**config.mk**
```make
export PLATFORM = sky130hd
export DESIGN_NAME = id_ex_stage
export DESIGN_NICKNAME = d
export VERILOG_FILES = /design/src/rtl/id_ex_stage_pkg.sv /design/src/rtl/id_ex_hazard_detect.sv /design/src/rtl/id_ex_stage.sv
export SDC_FILE = /design/constraint.sdc
export NUM_CORES = 1
export LEC_CHECK = 0
export BUFFER_PORTS_ARGS = -buffer_cell sky130_fd_sc_hd__buf_2
export CAP_MARGIN = 20
export CELL_PAD_IN_SITES_DETAIL_PLACEMENT = 0
export CELL_PAD_IN_SITES_GLOBAL_PLACEMENT = 2
export CORE_MARGIN = 2
export CORE_UTILIZATION = 29
export CTS_BUF_LIST = sky130_fd_sc_hd__clkbuf_16
export DETAILED_ROUTE_END_ITERATION = 16
export GPL_ROUTABILITY_DRIVEN = 0
export GPL_TIMING_DRIVEN = 0
export HOLD_SLACK_MARGIN = 0.08
export PLACE_DENSITY_LB_ADDON = 0.1
export SETUP_SLACK_MARGIN = 0.5
export SYNTH_ARGS = -nofsm -noshare
export SYNTH_HDL_FRONTEND = slang
export SYNTH_SLANG_ARGS = --single-unit
```
**constraint.sdc**
```tcl
create_clock -name clk -period 5.9 [get_ports clk]
set_clock_uncertainty 0.1 [all_clocks]
set_input_delay 0.295 -clock clk [delete_from_list [all_inputs] [get_ports clk]]
set_output_delay 0.295 -clock clk [all_outputs]
set_load 0.03 [all_outputs]
```
**src/rtl/id_ex_stage_pkg.sv**
```systemverilog
// Shared constants and FSM encoding for the dual-issue ID/EX stage.
package id_ex_stage_pkg;

    localparam int NUM_REGISTERS_LOG2 = 5;

    typedef enum logic {
        ID_EX_ISSUE = 1'b0,
        ID_EX_SPLIT = 1'b1
    } id_ex_state_t;

endpackage

```
**src/rtl/id_ex_hazard_detect.sv**
```systemverilog
// Combinational hazard detection: load-use per decode lane against both ID/EX
// slots, and lane1-on-lane0 dependency inside one decode bundle.
module id_ex_hazard_detect
    import id_ex_stage_pkg::*;
#(
    parameter int REG_W = NUM_REGISTERS_LOG2
) (
    input  logic             dec_valid0,
    input  logic             dec_valid1,
    input  logic [REG_W-1:0] dec_rs0,
    input  logic [REG_W-1:0] dec_rt0,
    input  logic             dec_uses_rt0,
    input  logic [REG_W-1:0] dec_rs1,
    input  logic [REG_W-1:0] dec_rt1,
    input  logic             dec_uses_rt1,
    input  logic [REG_W-1:0] dec_rd0,
    input  logic             dec_reg_write0,
    input  logic             ex_valid0,
    input  logic             ex_mem_read0,
    input  logic [REG_W-1:0] ex_rd0,
    input  logic             ex_valid1,
    input  logic             ex_mem_read1,
    input  logic [REG_W-1:0] ex_rd1,
    output logic             load_use0,
    output logic             load_use1,
    output logic             intra_dep
);

    // Register 0 is hard-wired, so a write to it never creates a dependency.
    function automatic logic reads_reg(input logic [REG_W-1:0] dst,
                                       input logic [REG_W-1:0] rs,
                                       input logic [REG_W-1:0] rt,
                                       input logic             uses_rt);
        return (dst != '0) && ((dst == rs) || (uses_rt && (dst == rt)));
    endfunction

    logic ld_slot0;
    logic ld_slot1;

    assign ld_slot0 = ex_valid0 && ex_mem_read0;
    assign ld_slot1 = ex_valid1 && ex_mem_read1;

    assign load_use0 = dec_valid0 &&
                       ((ld_slot0 && reads_reg(ex_rd0, dec_rs0, dec_rt0, dec_uses_rt0)) ||
                        (ld_slot1 && reads_reg(ex_rd1, dec_rs0, dec_rt0, dec_uses_rt0)));

    assign load_use1 = dec_valid1 &&
                       ((ld_slot0 && reads_reg(ex_rd0, dec_rs1, dec_rt1, dec_uses_rt1)) ||
                        (ld_slot1 && reads_reg(ex_rd1, dec_rs1, dec_rt1, dec_uses_rt1)));

    assign intra_dep = dec_valid0 && dec_valid1 && dec_reg_write0 &&
                       reads_reg(dec_rd0, dec_rs1, dec_rt1, dec_uses_rt1);

endmodule

```
**src/rtl/id_ex_stage.sv**
```systemverilog
// Dual-issue ID/EX pipeline register with load-use bubbling, bundle
// splitting, EX hold and branch flush.
module id_ex_stage
    import id_ex_stage_pkg::*;
#(
    parameter int DATA_WIDTH = 32,
    parameter int REG_W      = NUM_REGISTERS_LOG2,
    parameter int CTRL_W     = 16
) (
    input  logic                  clk,
    input  logic                  reset_n,
    input  logic                  flush,
    input  logic                  ex_hold,
    input  logic                  if_id_valid0,
    input  logic                  if_id_valid1,
    input  logic [REG_W-1:0]      if_id_rs0,
    input  logic [REG_W-1:0]      if_id_rs1,
    input  logic [REG_W-1:0]      if_id_rt0,
    input  logic [REG_W-1:0]      if_id_rt1,
    input  logic                  if_id_uses_rt0,
    input  logic                  if_id_uses_rt1,
    input  logic [REG_W-1:0]      if_id_rd0,
    input  logic [REG_W-1:0]      if_id_rd1,
    input  logic                  if_id_reg_write0,
    input  logic                  if_id_reg_write1,
    input  logic                  if_id_mem_read0,
    input  logic                  if_id_mem_read1,
    input  logic [CTRL_W-1:0]     if_id_ctrl0,
    input  logic [CTRL_W-1:0]     if_id_ctrl1,
    input  logic [DATA_WIDTH-1:0] if_id_rs_data0,
    input  logic [DATA_WIDTH-1:0] if_id_rs_data1,
    input  logic [DATA_WIDTH-1:0] if_id_rt_data0,
    input  logic [DATA_WIDTH-1:0] if_id_rt_data1,
    output logic                  stall,
    output logic                  id_ex_valid0,
    output logic                  id_ex_valid1,
    output logic [REG_W-1:0]      id_ex_rs0,
    output logic [REG_W-1:0]      id_ex_rs1,
    output logic [REG_W-1:0]      id_ex_rt0,
    output logic [REG_W-1:0]      id_ex_rt1,
    output logic [REG_W-1:0]      id_ex_rd0,
    output logic [REG_W-1:0]      id_ex_rd1,
    output logic                  id_ex_reg_write0,
    output logic                  id_ex_reg_write1,
    output logic                  id_ex_mem_read0,
    output logic                  id_ex_mem_read1,
    output logic [CTRL_W-1:0]     id_ex_ctrl0,
    output logic [CTRL_W-1:0]     id_ex_ctrl1,
    output logic [DATA_WIDTH-1:0] id_ex_rs_data0,
    output logic [DATA_WIDTH-1:0] id_ex_rs_data1,
    output logic [DATA_WIDTH-1:0] id_ex_rt_data0,
    output logic [DATA_WIDTH-1:0] id_ex_rt_data1
);

    typedef struct packed {
        logic                  valid;
        logic [REG_W-1:0]      rs;
        logic [REG_W-1:0]      rt;
        logic [REG_W-1:0]      rd;
        logic                  reg_write;
        logic                  mem_read;
        logic [CTRL_W-1:0]     ctrl;
        logic [DATA_WIDTH-1:0] rs_data;
        logic [DATA_WIDTH-1:0] rt_data;
    } slot_t;

    id_ex_state_t state_q;
    id_ex_state_t state_nxt;
    slot_t        lane0_p0;
    slot_t        lane1_p0;
    slot_t        slot0_p1;
    slot_t        slot1_p1;
    slot_t        slot0_nxt;
    slot_t        slot1_nxt;
    logic         stall_raw;
    logic         load_use0;
    logic         load_use1;
    logic         intra_dep;

    // ---- decode (p0): an invalid lane is already a bubble here ----
    always_comb begin
        lane0_p0 = '0;
        lane1_p0 = '0;
        if (if_id_valid0) begin
            lane0_p0 = '{1'b1, if_id_rs0, if_id_rt0, if_id_rd0, if_id_reg_write0,
                         if_id_mem_read0, if_id_ctrl0, if_id_rs_data0, if_id_rt_data0};
        end
        if (if_id_valid1) begin
            lane1_p0 = '{1'b1, if_id_rs1, if_id_rt1, if_id_rd1, if_id_reg_write1,
                         if_id_mem_read1, if_id_ctrl1, if_id_rs_data1, if_id_rt_data1};
        end
    end

    id_ex_hazard_detect #(
        .REG_W(REG_W)
    ) u_hazard (
        .dec_valid0    (if_id_valid0),
        .dec_valid1    (if_id_valid1),
        .dec_rs0       (if_id_rs0),
        .dec_rt0       (if_id_rt0),
        .dec_uses_rt0  (if_id_uses_rt0),
        .dec_rs1       (if_id_rs1),
        .dec_rt1       (if_id_rt1),
        .dec_uses_rt1  (if_id_uses_rt1),
        .dec_rd0       (if_id_rd0),
        .dec_reg_write0(if_id_reg_write0),
        .ex_valid0     (slot0_p1.valid),
        .ex_mem_read0  (slot0_p1.mem_read),
        .ex_rd0        (slot0_p1.rd),
        .ex_valid1     (slot1_p1.valid),
        .ex_mem_read1  (slot1_p1.mem_read),
        .ex_rd1        (slot1_p1.rd),
        .load_use0     (load_use0),
        .load_use1     (load_use1),
        .intra_dep     (intra_dep)
    );

    // In SPLIT, slot1 is always a bubble, so load_use1 reduces to lane1 vs slot0.
    always_comb begin
        state_nxt = state_q;
        slot0_nxt = slot0_p1;
        slot1_nxt = slot1_p1;
        stall_raw = 1'b0;
        if (flush) begin
            slot0_nxt = '0;
            slot1_nxt = '0;
            state_nxt = ID_EX_ISSUE;
        end else if (ex_hold) begin
            stall_raw = 1'b1;
        end else begin
            case (state_q)
                ID_EX_ISSUE: begin
                    if (load_use0 || load_use1) begin
                        slot0_nxt = '0;
                        slot1_nxt = '0;
                        stall_raw = 1'b1;
                    end else if (intra_dep) begin
                        slot0_nxt = lane0_p0;
                        slot1_nxt = '0;
                        stall_raw = 1'b1;
                        state_nxt = ID_EX_SPLIT;
                    end else begin
                        slot0_nxt = lane0_p0;
                        slot1_nxt = lane1_p0;
                    end
                end
                ID_EX_SPLIT: begin
                    if (load_use1) begin
                        slot0_nxt = '0;
                        slot1_nxt = '0;
                        stall_raw = 1'b1;
                    end else begin
                        slot0_nxt = '0;
                        slot1_nxt = lane1_p0;
                        state_nxt = ID_EX_ISSUE;
                    end
                end
                default: state_nxt = ID_EX_ISSUE;
            endcase
        end
    end

    // Reset forces the front end free-running while the stage is empty.
    assign stall = reset_n && stall_raw;

    // ---- ID/EX register (p1) ----
    always_ff @(posedge clk or negedge reset_n) begin
        if (!reset_n) begin
            state_q  <= ID_EX_ISSUE;
            slot0_p1 <= '0;
            slot1_p1 <= '0;
        end else begin
            state_q  <= state_nxt;
            slot0_p1 <= slot0_nxt;
            slot1_p1 <= slot1_nxt;
        end
    end

    assign id_ex_valid0     = slot0_p1.valid;
    assign id_ex_valid1     = slot1_p1.valid;
    assign id_ex_rs0        = slot0_p1.rs;
    assign id_ex_rs1        = slot1_p1.rs;
    assign id_ex_rt0        = slot0_p1.rt;
    assign id_ex_rt1        = slot1_p1.rt;
    assign id_ex_rd0        = slot0_p1.rd;
    assign id_ex_rd1        = slot1_p1.rd;
    assign id_ex_reg_write0 = slot0_p1.reg_write;
    assign id_ex_reg_write1 = slot1_p1.reg_write;
    assign id_ex_mem_read0  = slot0_p1.mem_read;
    assign id_ex_mem_read1  = slot1_p1.mem_read;
    assign id_ex_ctrl0      = slot0_p1.ctrl;
    assign id_ex_ctrl1      = slot1_p1.ctrl;
    assign id_ex_rs_data0   = slot0_p1.rs_data;
    assign id_ex_rs_data1   = slot1_p1.rs_data;
    assign id_ex_rt_data0   = slot0_p1.rt_data;
    assign id_ex_rt_data1   = slot1_p1.rt_data;

endmodule
```
# After elaboration in Yosys (flattened, before gate mapping)

Cells that the tools add are included.

Equality and inequality tests: 11
Mux-type cells: 22
Bitwise gates (word level): 1
Reductions and logical operators: 33

Operators by type and width:

| cell               | number |
|---|---|
| $mux 98            | 10 |
| $pmux 98 s2        | 2 |
| $eq 5x5->1         | 10 |
| $logic_and 1x1->1  | 22 |
| $reduce_bool 5->1  | 3 |
| $logic_or 1x1->1   | 8 |
| $mux 1             | 8 |
| $pmux 1 s2         | 2 |
| $ne 2x2->1 const B | 1 |
| $not 1->1          | 1 |

Bits in registers: 197
Input port bits: 202
Output and inout port bits: 197
Word-level logic and storage cells: 86

# Depth between registers and ports, before layout

Gate-level depths: netlist (run 1).

Depth after elaboration: 13
Mapped depth: 9
Depth with buffers taken out: 6

# By module

Synthesis (run 1) repeated with hierarchy kept, for this count alone.

Cells, all modules: 571
Area, all modules: 7,867.5 µm²

Modules (own cells, without submodules):

| module              | times used | cells an instance | area an instance (µm²) | sequential area each (µm²) |
|---|---|---|---|---|
| id_ex_stage         | 1          | 478               | 7,163.1                | 4,929.7 |
| id_ex_hazard_detect | 1          | 93                | 704.4                  | 0.0 |

# Worst setup path before layout (run 1)

OpenSTA, ideal clock, no wires.

Path kind: register -> register
Start point: register slot1_p1, in the netlist id_ex_rd1[1]
End point: register slot0_p1, in the netlist id_ex_rd0[4]
Library setup time: 0.066 ns
Arrival time: 2.690 ns
Data required time: 5.734 ns
Setup slack: 3.044 ns
Stages on the path, launching flop included: 10
Buffers on the path: 3
Clock period less this slack: 2.856 ns
Path through: dfrtp_1 -> clkbuf_1 -> or3_1 -> o311a_1 -> and2_0 -> a221o_1 -> nor3_4 -> buf_4 -> buf_4 -> a22o_1

Cells in the longest elaborated chain, start to end: 12
Elaborated cells between the ends (all ways): 22
Those cells by class: eq/ne (4); mux (4); reduce/logical (14)

RTL lines:

| what                                        | RTL line                                             | text |
|---|---|---|
| start: declaration                          | id_ex_stage.sv:72                                    | `slot_t slot1_p1;` |
| start signal: assignment                    | id_ex_stage.sv:175                                   | `slot1_p1 <= slot1_nxt;` |
| $eq 5x5->1                                  | id_ex_hazard_detect.sv:34                            | `return (dst != '0) && ((dst == rs) \|\| (uses_rt && (dst == rt)));` |
| $logic_and 1x1->1                           | id_ex_hazard_detect.sv:34                            |  |
| $logic_or 1x1->1                            | id_ex_hazard_detect.sv:34                            |  |
| $logic_and 1x1->1                           | id_ex_hazard_detect.sv:34                            |  |
| $logic_and 1x1->1, on equally long branches | id_ex_hazard_detect.sv:45, id_ex_hazard_detect.sv:49 |  |
| $logic_or 1x1->1, on equally long branches  | id_ex_hazard_detect.sv:44, id_ex_hazard_detect.sv:48 |  |
| $logic_and 1x1->1, on equally long branches | id_ex_hazard_detect.sv:43, id_ex_hazard_detect.sv:47 |  |
| $logic_or 1x1->1 *                          | id_ex_stage.sv:133                                   | `if (load_use0 \|\| load_use1) begin` |
| $mux 98 *                                   | id_ex_stage.sv:133                                   |  |
| $pmux 98 s2 *                               | id_ex_stage.sv:131                                   | `case (state_q)` |
| $mux 98 *                                   | id_ex_stage.sv:128                                   | `end else if (ex_hold) begin` |
| $mux 98 *                                   | id_ex_stage.sv:124                                   | `if (flush) begin` |
| end signal: assignment                      | id_ex_stage.sv:174                                   | `slot0_p1 <= slot0_nxt;` |
| end: declaration                            | id_ex_stage.sv:71                                    | `slot_t slot0_p1;` |

Every way passes the cells marked *; elsewhere a longest branch is shown, timed or not. The select of a mux whose other input is x is not followed.
A chain may end at the register's enable or synchronous reset.

# Worst setup path in the final report (run 1)

Start point: register slot1_p1, in the netlist id_ex_rd1[4]
End point: output port stall

Cells in the longest elaborated chain, start to end: 13
Elaborated cells between the ends (all ways): 24
Those cells by class: eq/ne (4); mux (5); reduce/logical (15)

RTL lines:

| what                                        | RTL line                                             | text |
|---|---|---|
| $eq 5x5->1                                  | id_ex_hazard_detect.sv:34                            |  |
| $logic_and 1x1->1                           | id_ex_hazard_detect.sv:34                            |  |
| $logic_or 1x1->1                            | id_ex_hazard_detect.sv:34                            |  |
| $logic_and 1x1->1                           | id_ex_hazard_detect.sv:34                            |  |
| $logic_and 1x1->1, on equally long branches | id_ex_hazard_detect.sv:45, id_ex_hazard_detect.sv:49 |  |
| $logic_or 1x1->1, on equally long branches  | id_ex_hazard_detect.sv:44, id_ex_hazard_detect.sv:48 |  |
| $logic_and 1x1->1, on equally long branches | id_ex_hazard_detect.sv:43, id_ex_hazard_detect.sv:47 |  |
| $logic_or 1x1->1                            | id_ex_stage.sv:133                                   |  |
| $mux 1                                      | id_ex_stage.sv:133                                   |  |
| $pmux 1 s2 *                                | id_ex_stage.sv:131                                   |  |
| $mux 1 *                                    | id_ex_stage.sv:128                                   |  |
| $mux 1 *                                    | id_ex_stage.sv:124                                   |  |
| $logic_and 1x1->1 *                         | id_ex_stage.sv:164                                   | `assign stall = reset_n && stall_raw;` |
| end: declaration                            | id_ex_stage.sv:34                                    | `output logic stall,` |

Every way passes the cells marked *; elsewhere a longest branch is shown, timed or not.

==> impl_metrics.py, run 1 <==
metrics = {
    "status": {
        "status": "finished clean",
    },
    "critical_path": {
        "worst_setup_path_start_kind": "flip-flop",
        "end_kind": "output port",
        "required_ps": 5510,
        "cp_max_fo": 10,
        "r2r-end": "id_ex_rt_data0[6]",
        "r2r-start": "id_ex_rd1[1]",
        "cp_data_arrival_time_ps": 3030,
        "crit_type": "reg2out",
        "r2r_setup_slack_ps": 2660,
        "worst_r2r_path_depth": 9,
    },
    "power_and_ir_drop": {
        "ir_drop_uv": 162,
        "switching_power_uw": 940,
        "powerDensity_mw_per_mm2": 239,
        "p_leak_nw": 7.07,
        "power_frac_seq": 0.448,
        "clkPwrFrac": 0.381,
        "power_frac_comb": 0.171,
        "p_int_mw": 2.25,
        "switching_share": 0.295,
    },
    "cts": {
        "clk_path_buf_depth": 2,
        "root_buffer": "clkbuf_16",
        "clock-sinks": 197,
        "post_cts_buffers": 0,
        "clk_pin_slew_ps": 80,
        "cts_tree": "yes",
        "clk_latency_ps": 430,
        "cts-buffers-inserted": 17,
        "htree_num_levels": 4,
    },
    "finish": {
        "fin_nets": 1564,
        "layout-drive-gt1-share": 0.321,
        "final-seq-area_mm2": 0.00493,
        "nFillCells": 2703,
        "final_common_cell": "buf_2",
        "layout_common_cells": "buf_2 (404), dfrtp_1 (197), dlygate4sd3_1 (193)",
        "area_growth_pct": 61.2,
        "multi_input_area_mm2": 0.00270,
        "stdcell_area_mm2": 0.0133,
    },
    "timing": {
        "rsz0062_at_grt": "no",
        "period_needed_ps": 3430,
        "finalMaxSlewViolations": 0,
        "relSlewSlack": 0.498,
        "hold_viol": 0,
        "tightest_slew_ps": 753,
        "setup_violations": 0,
        "fmax_mhz": 292,
        "period_share": 0.581,
        "final.setup.tns_ps": 0,
    },
    "yosys": {
        "synth.distinct_cells": 33,
        "synth.avg_cell_area_um2": 11.0,
        "ys_warn_count": 0,
        "synth_ff_type": "dfrtp_1",
        "synth_seq_area_share": 0.598,
        "syn_inst": 750,
        "async_reset_ff_frac": 1.00,
        "synth_nets": 952,
        "synth_area_leaders": "dfrtp_1 (60%), a22o_1 (10%), o31ai_1 (8.8%)",
        "netlist.area_leader.share": 0.598,
        "synth-seq-cells": 197,
        "syn_area_mm2": 0.00825,
        "synth_edf_count": 0,
        "synth.largest_area_cell": "dfrtp_1",
    },
    "placement": {
        "io_buffers": 398,
        "placed_cell_area_mm2": 0.0108,
        "detailed_place_hpwl_um": 22500,
    },
    "global_route": {
        "grt_pass1_vias": 8195,
        "grt_antenna_before_repair": 1,
        "grt_max_degree": 110,
        "grt_usage": 0.206,
        "grt_pass1_wl_um": 48100,
        "grt.overflow.total": 0,
    },
    "hold_path": {
        "min_to": "id_ex_rd0[1]",
        "min-delay-path-class": "in2reg",
        "holdPathStages": 2,
        "min_from": "if_id_rd0[1]",
    },
    "detailed_routing": {
        "routed_via_density": 4.52,
        "num_vias": 7921,
        "wl_per_cell_um": 17.7,
        "detail_route.iter0.violations": 488,
        "drtPass1Iterations": 4,
        "drc_errors": 0,
        "totalWireLength_um": 31100,
        "ant_nets": 0,
    },
    "floorplanning": {
        "fp.dieH_um": 173,
        "die_w_um": 173,
        "core-area_mm2": 0.0279,
        "ios": 399,
        "initial_core_util": 0.296,
        "rows": 61,
        "dieArea_mm2": 0.0298,
    },
    "job": {
        "maxCapViolCount": 0,
    },
}
[what timing repair did]
item	4_1_cts	5_1_grt
hold endpoints to repair	279	1
gates resized for setup	0	0
hold buffers	192	1
[stage by stage]
| stage | setup slack, ps | std cells | total power, mW | hold WS [ps] | utilization |
|---|---|---|---|---|---|
| finish | 2470 | 1754 | 3.18 | 103 | 0.477 |
| global route | 2260 | 1753 | 3.33 | 97.2 | 0.477 |
| CTS | 1690 | 1751 | 3.23 | 82.5 | 0.477 |
| detailed placement | 2130 | 1527 | 1.90 | 254 | 0.386 |
| global placement | 759 | 1526 | 1.90 | 356 | 0.385 |
| floorplan | 3040 | 750 | 1.68 | -101 | - |
[power groups by stage]
stage               Combinational [mW]  Clock, mW  Sequential [mW]
CTS                              0.549       1.26             1.43
detailed placement               0.445          0             1.45
floorplan                        0.126          0             1.56
global route                     0.586       1.31             1.43
finish                           0.543       1.21             1.43
global placement                 0.443          0             1.45
[critical path: stages, from the launching register on]
cell and delay, ps:
dfrtp_1 350, clkbuf_1 350, xnor2_1 170, nand4_1 110
o22ai_1 340, a32oi_1 170, a21oi_1 230, clkbuf_1 460
o211a_1 200, buf_2 220
[synth_stat cells, types with 2 or more instances]
master,count
a21oi_1,2
or4_1,2
a21o_1,2
o311a_1,2
a22o_1,97
xnor2_1,43
buf_4,3
buf_2,7
nand3_1,7
nand2_1,108
nor2_1,2
and2_1,2
clkbuf_1,51
or3_1,2
xor2_1,7
o22ai_1,4
inv_1,98
o31ai_1,97
dfrtp_1,197
nand4_1,4
[how the worst max path moves through the flow]
stage                 start                 end  depth (start not counted)  slack [ps]
6_report       id_ex_rd1[4]               stall                          9        2470
5_1_grt        id_ex_rd1[0]               stall                          9        2260
4_1_cts        id_ex_rd1[1]               stall                          9        1690
3_5_place_dp   id_ex_rd1[0]        id_ex_valid1                          9        2130
3_3_place_gp        reset_n  id_ex_rs_data1[17]                          1         760
2_1_floorplan  id_ex_rd1[1]        id_ex_rd0[4]                          9        3040
[area by class of cell]
class	count	area share
well taps	378	0.0356
clock inverters	15	0.0137
multi-input cells	393	0.203
inverters	98	0.0277
flip-flops and latches	197	0.371
diodes	1	0.000188
plain buffers	62	0.0190
repair buffers	593	0.298
clock buffers	17	0.0320
[sequential cells by signal, indices dropped and copies added (netlist names)]
signal and count:
id_ex_reg_write1 1, id_ex_rd1 5, id_ex_rt0 5, id_ex_rs1 5
id_ex_rd0 5, state_q 1, id_ex_rt1 5, id_ex_reg_write0 1
id_ex_valid0 1, id_ex_ctrl0 16, id_ex_rs_data1 32, id_ex_rt_data1 32
id_ex_valid1 1, id_ex_rt_data0 32, id_ex_mem_read1 1, id_ex_rs_data0 32
id_ex_ctrl1 16, id_ex_rs0 5, id_ex_mem_read0 1
[cell families (layout without fill, tap and decap cells)]
| kind of cell | after synthesis | after routing | share of synthesized area |
|---|---|---|---|
| other | 0 | 1 | 0 |
| AOI/OAI and AO/OA | 211 | 211 | 0.207 |
| buffers and inverters | 160 | 785 | 0.0752 |
| and+or+nand+nor | 132 | 132 | 0.0670 |
| xor gates and xnor gates | 50 | 50 | 0.0531 |
| DFF | 197 | 197 | 0.598 |
[metal layers]
metal / GRT usage / wire length [µm] / vias to the layer above / share of wire
li1: - / - / 3812 / -
met1: 0.260 / 13300 / 3776 / 0.43
met2: 0.344 / 15000 / 299 / 0.48
met3: 0.0591 / 2120 / 34 / 0.068
met4: 0.0593 / 642 / 0 / 0.021
met5: 0 / 0 / - / 0
(Power assumes the default switching activity.)
==> inputs of run 2 (changes only) <==
--- a/config.mk
+++ b/config.mk
@@ -10,7 +10,7 @@
 export CELL_PAD_IN_SITES_DETAIL_PLACEMENT = 0
 export CELL_PAD_IN_SITES_GLOBAL_PLACEMENT = 2
 export CORE_MARGIN = 2
-export CORE_UTILIZATION = 29
+export CORE_UTILIZATION = 25
 export CTS_BUF_LIST = sky130_fd_sc_hd__clkbuf_16
 export DETAILED_ROUTE_END_ITERATION = 16
 export GPL_ROUTABILITY_DRIVEN = 0
==> constraint.sdc (replaced) <==
create_clock -name clk -period 2.85 [get_ports clk]
set_clock_uncertainty 0.1 [all_clocks]
set_input_delay 0.1425 -clock clk [delete_from_list [all_inputs] [get_ports clk]]
set_output_delay 0.1425 -clock clk [all_outputs]
set_load 0.03 [all_outputs]
==> impl_metrics.py, run 2 (synthesis gave the netlist of run 1 again) <==
metrics = {
    "floorplanning": {
        "fp.dieH_um": 186,
        "ios": 399,
        "core-area_mm2": 0.0325,
        "rows": 66,
        "die_w_um": 186,
        "initial_core_util": 0.254,
        "dieArea_mm2": 0.0345,
    },
    "cts": {
        "clk_latency_ps": 450,
        "cts-buffers-inserted": 17,
        "cts_tree": "yes",
        "clk_pin_slew_ps": 70,
        "clock-sinks": 197,
        "htree_num_levels": 4,
        "clk_path_buf_depth": 2,
        "root_buffer": "clkbuf_16",
    },
    "power_and_ir_drop": {
        "p_int_mw": 4.80,
        "switching_share": 0.288,
        "switching_power_mw": 1.94,
        "finalPower_mw": 6.74,
        "powerDensity_mw_per_mm2": 429,
        "power_frac_comb": 0.200,
        "ir_drop_uv": 419,
        "power_frac_seq": 0.439,
        "clkPwrFrac": 0.361,
        "p_leak_nw": 7.96,
    },
    "critical_path": {
        "crit_chain": "buf_8 -> or3_1 -> o311a_1 -> and2_4 -> a32oi_4 -> a21oi_4 -> buf_4 -> buf_6 -> buf_6 -> buf_8 -> buf_12 -> clkbuf_16 -> o31ai_4",
        "r2r_setup_slack_ps": -70,
        "required_ps": 3100,
        "crit_path_max_incr_delay_ps": 420,
        "cp_max_fo": 6,
        "cp_data_arrival_time_ps": 3170,
        "cp_slowest_cell": "dfrtp_2",
        "worst_setup_path_start_kind": "flip-flop",
        "end_kind": "flip-flop",
        "crit_type": "reg2reg",
    },
    "finish": {
        "layout_common_cells": "buf_2 (397), dlygate4sd3_1 (196), dfrtp_1 (193)",
        "utilization": 0.483,
        "diodes": 0,
        "final_common_cell": "buf_2",
        "layout-drive-gt1-share": 0.434,
        "fin_nets": 1616,
        "area_growth_pct": 90.4,
    },
    "global_route": {
        "grt_usage": 0.199,
        "grt_pass1_vias": 8734,
        "grt_antenna_before_repair": 1,
        "grt_max_degree": 70,
        "grt_pass1_wl_um": 51700,
        "grt.overflow.total": 0,
    },
    "placement": {
        "io_buffers": 398,
        "detailed_place_hpwl_um": 23100,
    },
    "timing": {
        "period_needed_ps": 2920,
        "period_share": 1.02,
        "hold_viol": 0,
        "finalMaxSlewViolations": 0,
        "tightest_slew_ps": 1020,
        "rsz0062_at_grt": "yes",
        "fmax_mhz": 343,
        "worst_slack_ps": -67.4,
        "relSlewSlack": 0.323,
        "setup_violations": 78,
    },
    "status": {
        "violations": "negative setup slack",
        "status": "finished, violations left",
    },
    "detailed_routing": {
        "totalWireLength_um": 34500,
        "wl_per_cell_um": 18.5,
        "drtPass1Iterations": 6,
        "ant_nets": 0,
        "drc_errors": 0,
        "routed_via_density": 4.43,
        "detail_route.iter0.violations": 212,
        "num_vias": 8279,
    },
    "hold_path": {
        "min-delay-path-class": "in2reg",
    },
    "job": {
        "maxCapViolCount": 0,
    },
}
run 2: cell types whose count changed in the layout (fill, tap and decap cells not counted), moves of 12 or more:
cell and change:
o31ai_2 +37, buf_12 +12, buf_16 +12, o31ai_1 -95
o31ai_4 +58, clkbuf_16 +14, clkbuf_1 -28, buf_8 +16
run 2: stage by stage:
| step | TNS, ps | instances | worst slack, ps | hold slack (ps) | cell area [µm²] |
|---|---|---|---|---|---|
| after CTS | -10350 | 1865 | -162 | 83.7 | 15400 |
| after floorplan | 0 | 750 | 202 | -253 | 8350 |
| after detailed placement | -17900 | 1592 | -233 | 24.2 | 11000 |
| final | -2230 | 1867 | -67.4 | 98.4 | 15700 |
| after global placement | -467070 | 1590 | -2680 | 266 | 10900 |
| after global routing | -11370 | 1867 | -140 | 100 | 15700 |
run 2: timing repair:
action,4_1_cts,5_1_grt
pin swaps,63,13
cloned,19,0
buffers inserted,28,2
hold buffers,196,0
endpoints found under the hold margin,392,0
setup endpoints to repair,198,198
gates resized for setup,223,61
run 2: path summary, 6_finish.rpt:
path                             startpoint                 end  cells past startpoint
hold / removal                      ex_hold             state_q                      4
setup / recovery               id_ex_rd0[1]   id_ex_rs_data1[1]                     13
setup reg to reg               id_ex_rd0[1]   id_ex_rs_data1[1]                     13
max in group asynchronous           reset_n  id_ex_rs_data1[25]                      3
hold reg to reg            id_ex_reg_write1    id_ex_reg_write1                      2
min in group asynchronous           reset_n   id_ex_rt_data0[2]                      2
run 2: routing by layer:
layer,vias to the layer above,share of wire,track usage
met1,4034,0.41,0.241
li1,3925,-,-
met3,41,0.072,0.0587
met5,-,0.00038,0
met4,2,0.024,0.0690
met2,277,0.49,0.338
run 2: power groups by stage:
| stage | Combinational (mW) | Clock (mW) | Sequential [mW] |
|---|---|---|---|
| 2_1_floorplan | 0.268 | 0 | 3.22 |
| 3_3_place_gp | 0.934 | 0 | 3.01 |
| 3_5_place_dp | 0.943 | 0 | 3.01 |
| 4_1_cts | 1.33 | 2.52 | 2.95 |
| 5_1_grt | 1.45 | 2.64 | 2.97 |
| 6_report | 1.35 | 2.43 | 2.96 |
run 2: worst max-delay path: cells and delay by family, from the launching register on:
family / cells / cell delay (ps)
simple gates: 2 / 530
flops: 1 / 420
compound gates: 4 / 850
buf+inv: 7 / 920
run 2: layout make-up:
cell class                      count  area, µm²
Multi-Input combinational cell    393       3750
Fill cell                        3157      16800
Clock buffer                       17        425
Timing Repair Buffer              645       4910
Inverter                           98        368
Clock inverter                     13        136
Tap cell                          442        553
Buffer                             62        631
Sequential cell                   197       4930
==> inputs of run 3 (changes only) <==
--- a/config.mk
+++ b/config.mk
@@ -17,7 +17,6 @@
 export GPL_TIMING_DRIVEN = 0
 export HOLD_SLACK_MARGIN = 0.08
 export PLACE_DENSITY_LB_ADDON = 0.1
-export SETUP_SLACK_MARGIN = 0.5
 export SYNTH_ARGS = -nofsm -noshare
 export SYNTH_HDL_FRONTEND = slang
 export SYNTH_SLANG_ARGS = --single-unit
==> impl_metrics.py, run 3 (synthesis gave the netlist of run 1 again) <==
metrics = {
    "timing": {
        "fmax_mhz": 358,
        "relSlewSlack": 0.468,
        "hold_viol": 0,
        "period_share": 0.981,
        "worst_slack_ps": 53.8,
        "tightest_slew_ps": 799,
        "setup_violations": 0,
        "period_needed_ps": 2800,
        "fin_hold_ws_ps": 180,
        "finalMaxSlewViolations": 0,
        "rsz0062_at_grt": "yes",
    },
    "critical_path": {
        "worst_r2r_path_depth": 9,
        "crit_type": "reg2out",
        "cp_data_arrival_time_ps": 2550,
        "r2r-end": "id_ex_rt_data0[7]",
        "cp_max_fo": 10,
        "crit_chain": "or3_1 -> o311a_1 -> and2_4 -> a32oi_2 -> a21oi_2 -> buf_8 -> o211a_1 -> buf_6",
        "crit_path_max_incr_delay_ps": 430,
        "r2r_setup_slack_ps": 140,
        "r2r-start": "id_ex_rd1[3]",
        "worst_setup_path_start_kind": "flip-flop",
        "end_kind": "output port",
        "cp_slowest_cell": "dfrtp_2",
        "required_ps": 2610,
    },
    "cts": {
        "root_buffer": "clkbuf_16",
        "cts-buffers-inserted": 17,
        "clk_latency_ps": 440,
        "htree_num_levels": 4,
        "clock-sinks": 197,
        "clk_pin_slew_ps": 70,
        "clk_path_buf_depth": 2,
        "cts_tree": "yes",
    },
    "finish": {
        "layout-drive-gt1-share": 0.339,
        "utilization": 0.414,
        "area_growth_pct": 63.4,
        "finalNonFillerCells": 1825,
        "fin_nets": 1574,
        "layout_common_cells": "buf_2 (396), dlygate4sd3_1 (196), dfrtp_1 (189)",
        "diodes": 0,
        "final_common_cell": "buf_2",
    },
    "hold_path": {
        "min_from": "if_id_valid0",
        "min-delay-path-class": "in2reg",
        "holdPathStages": 5,
        "min_to": "state_q",
    },
    "power_and_ir_drop": {
        "power_frac_comb": 0.181,
        "switching_share": 0.287,
        "powerDensity_mw_per_mm2": 467,
        "switching_power_mw": 1.81,
        "p_int_mw": 4.49,
        "p_leak_nw": 7.13,
        "ir_drop_uv": 392,
        "power_frac_seq": 0.471,
        "clkPwrFrac": 0.348,
    },
    "floorplanning": {
        "dieArea_mm2": 0.0345,
        "ios": 399,
        "initial_core_util": 0.254,
        "core-area_mm2": 0.0325,
        "rows": 66,
        "fp.dieH_um": 186,
        "die_w_um": 186,
    },
    "detailed_routing": {
        "detail_route.iter0.violations": 362,
        "wl_per_cell_um": 17.5,
        "drtPass1Iterations": 4,
        "drc_errors": 0,
        "totalWireLength_um": 32000,
        "num_vias": 7860,
        "ant_nets": 0,
        "routed_via_density": 4.31,
    },
    "global_route": {
        "grt_pass1_vias": 8080,
        "grt_antenna_before_repair": 0,
        "grt_usage": 0.181,
        "grt_pass1_wl_um": 47400,
        "grt.overflow.total": 0,
        "grt_max_degree": 101,
    },
    "placement": {
        "io_buffers": 398,
        "dp_slack_ps": -412,
        "dp.cells": 1592,
        "detailed_place_hpwl_um": 23100,
    },
    "job": {
        "maxCapViolCount": 0,
    },
    "status": {
        "status": "finished clean",
    },
}
==> run 3: changes by cell type in the layout (fill, tap and decap cells not counted), moves of 5 or more <==
| cell | before | now |
|---|---|---|
| clkbuf_1 | 23 | 37 |
| buf_16 | 13 | 1 |
| buf_4 | 8 | 26 |
| buf_8 | 17 | 2 |
| clkbuf_8 | 5 | 0 |
| o31ai_1 | 2 | 97 |
| clkbuf_16 | 31 | 17 |
| buf_12 | 12 | 0 |
| o31ai_2 | 37 | 0 |
| buf_6 | 11 | 2 |
| o31ai_4 | 58 | 0 |
==> run 3: through the flow <==
step / total power [mW] / setup TNS, ps / cell area [µm²]
6_report: 6.30 / 0 / 13500
5_1_grt: 6.62 / -38.1 / 13500
4_1_cts: 6.41 / -43.6 / 13400
3_5_place_dp: 3.94 / -34000 / 10800
3_3_place_gp: 3.93 / -522990 / 10800
2_1_floorplan: 3.48 / 0 / 8250
==> run 3: what timing repair did <==
item / CTS / global route
hold buffers: 196 / 0
pin swaps: 4 / 4
hold endpoints to repair: 293 / 0
resized for setup: 23 / 12
setup endpoints to repair: 197 / 109
buffers inserted: 10 / 7
==> run 3: critical path, delay by kind of cell, from the launching register on <==
family                 cells  cell delay [ps]
AO/OA/AOI/OAI              4              870
AND/OR/NAND/NOR            2              520
flip-flops                 1              430
buffers and inverters      2              290
==> run 3: area by class of cell <==
type / count / area (µm²)
flip-flops and latches: 197 / 4940
clock inverters: 13 / 70.1
inverters: 98 / 368
multi-input cells: 393 / 2740
clock buffers: 17 / 425
well taps: 442 / 553
plain buffers: 52 / 251
repair buffers: 613 / 4130
fillers: 3372 / 19100
==> run 3: worst max path at each step <==
stage	start	to
finish	id_ex_rd0[1]	stall
global route	id_ex_rd0[1]	stall
global placement	reset_n	id_ex_rt_data1[18]
detailed placement	id_ex_rd0[0]	id_ex_rs1[0]
floorplan	id_ex_rd1[0]	id_ex_rd0[4]
CTS	id_ex_rd0[1]	stall
==> run 3: power by group through the flow <==
stage	Clock [mW]	Sequential [mW]	Combinational (mW)
final	2.19	2.96	1.14
after global routing	2.40	2.98	1.24
after CTS	2.29	2.97	1.15
after detailed placement	0	3.01	0.928
after global placement	0	3.01	0.924
after floorplan	0	3.22	0.261
==> run 3: layer usage <==
layer | up-vias | wire length (µm) | share of wire | track usage
li1 | 3834 | - | - | -
met1 | 3762 | 14000 | 0.44 | 0.232
met2 | 244 | 15400 | 0.48 | 0.300
met3 | 20 | 2160 | 0.067 | 0.0522
met4 | 0 | 381 | 0.012 | 0.0472
met5 | - | 0 | 0 | 0
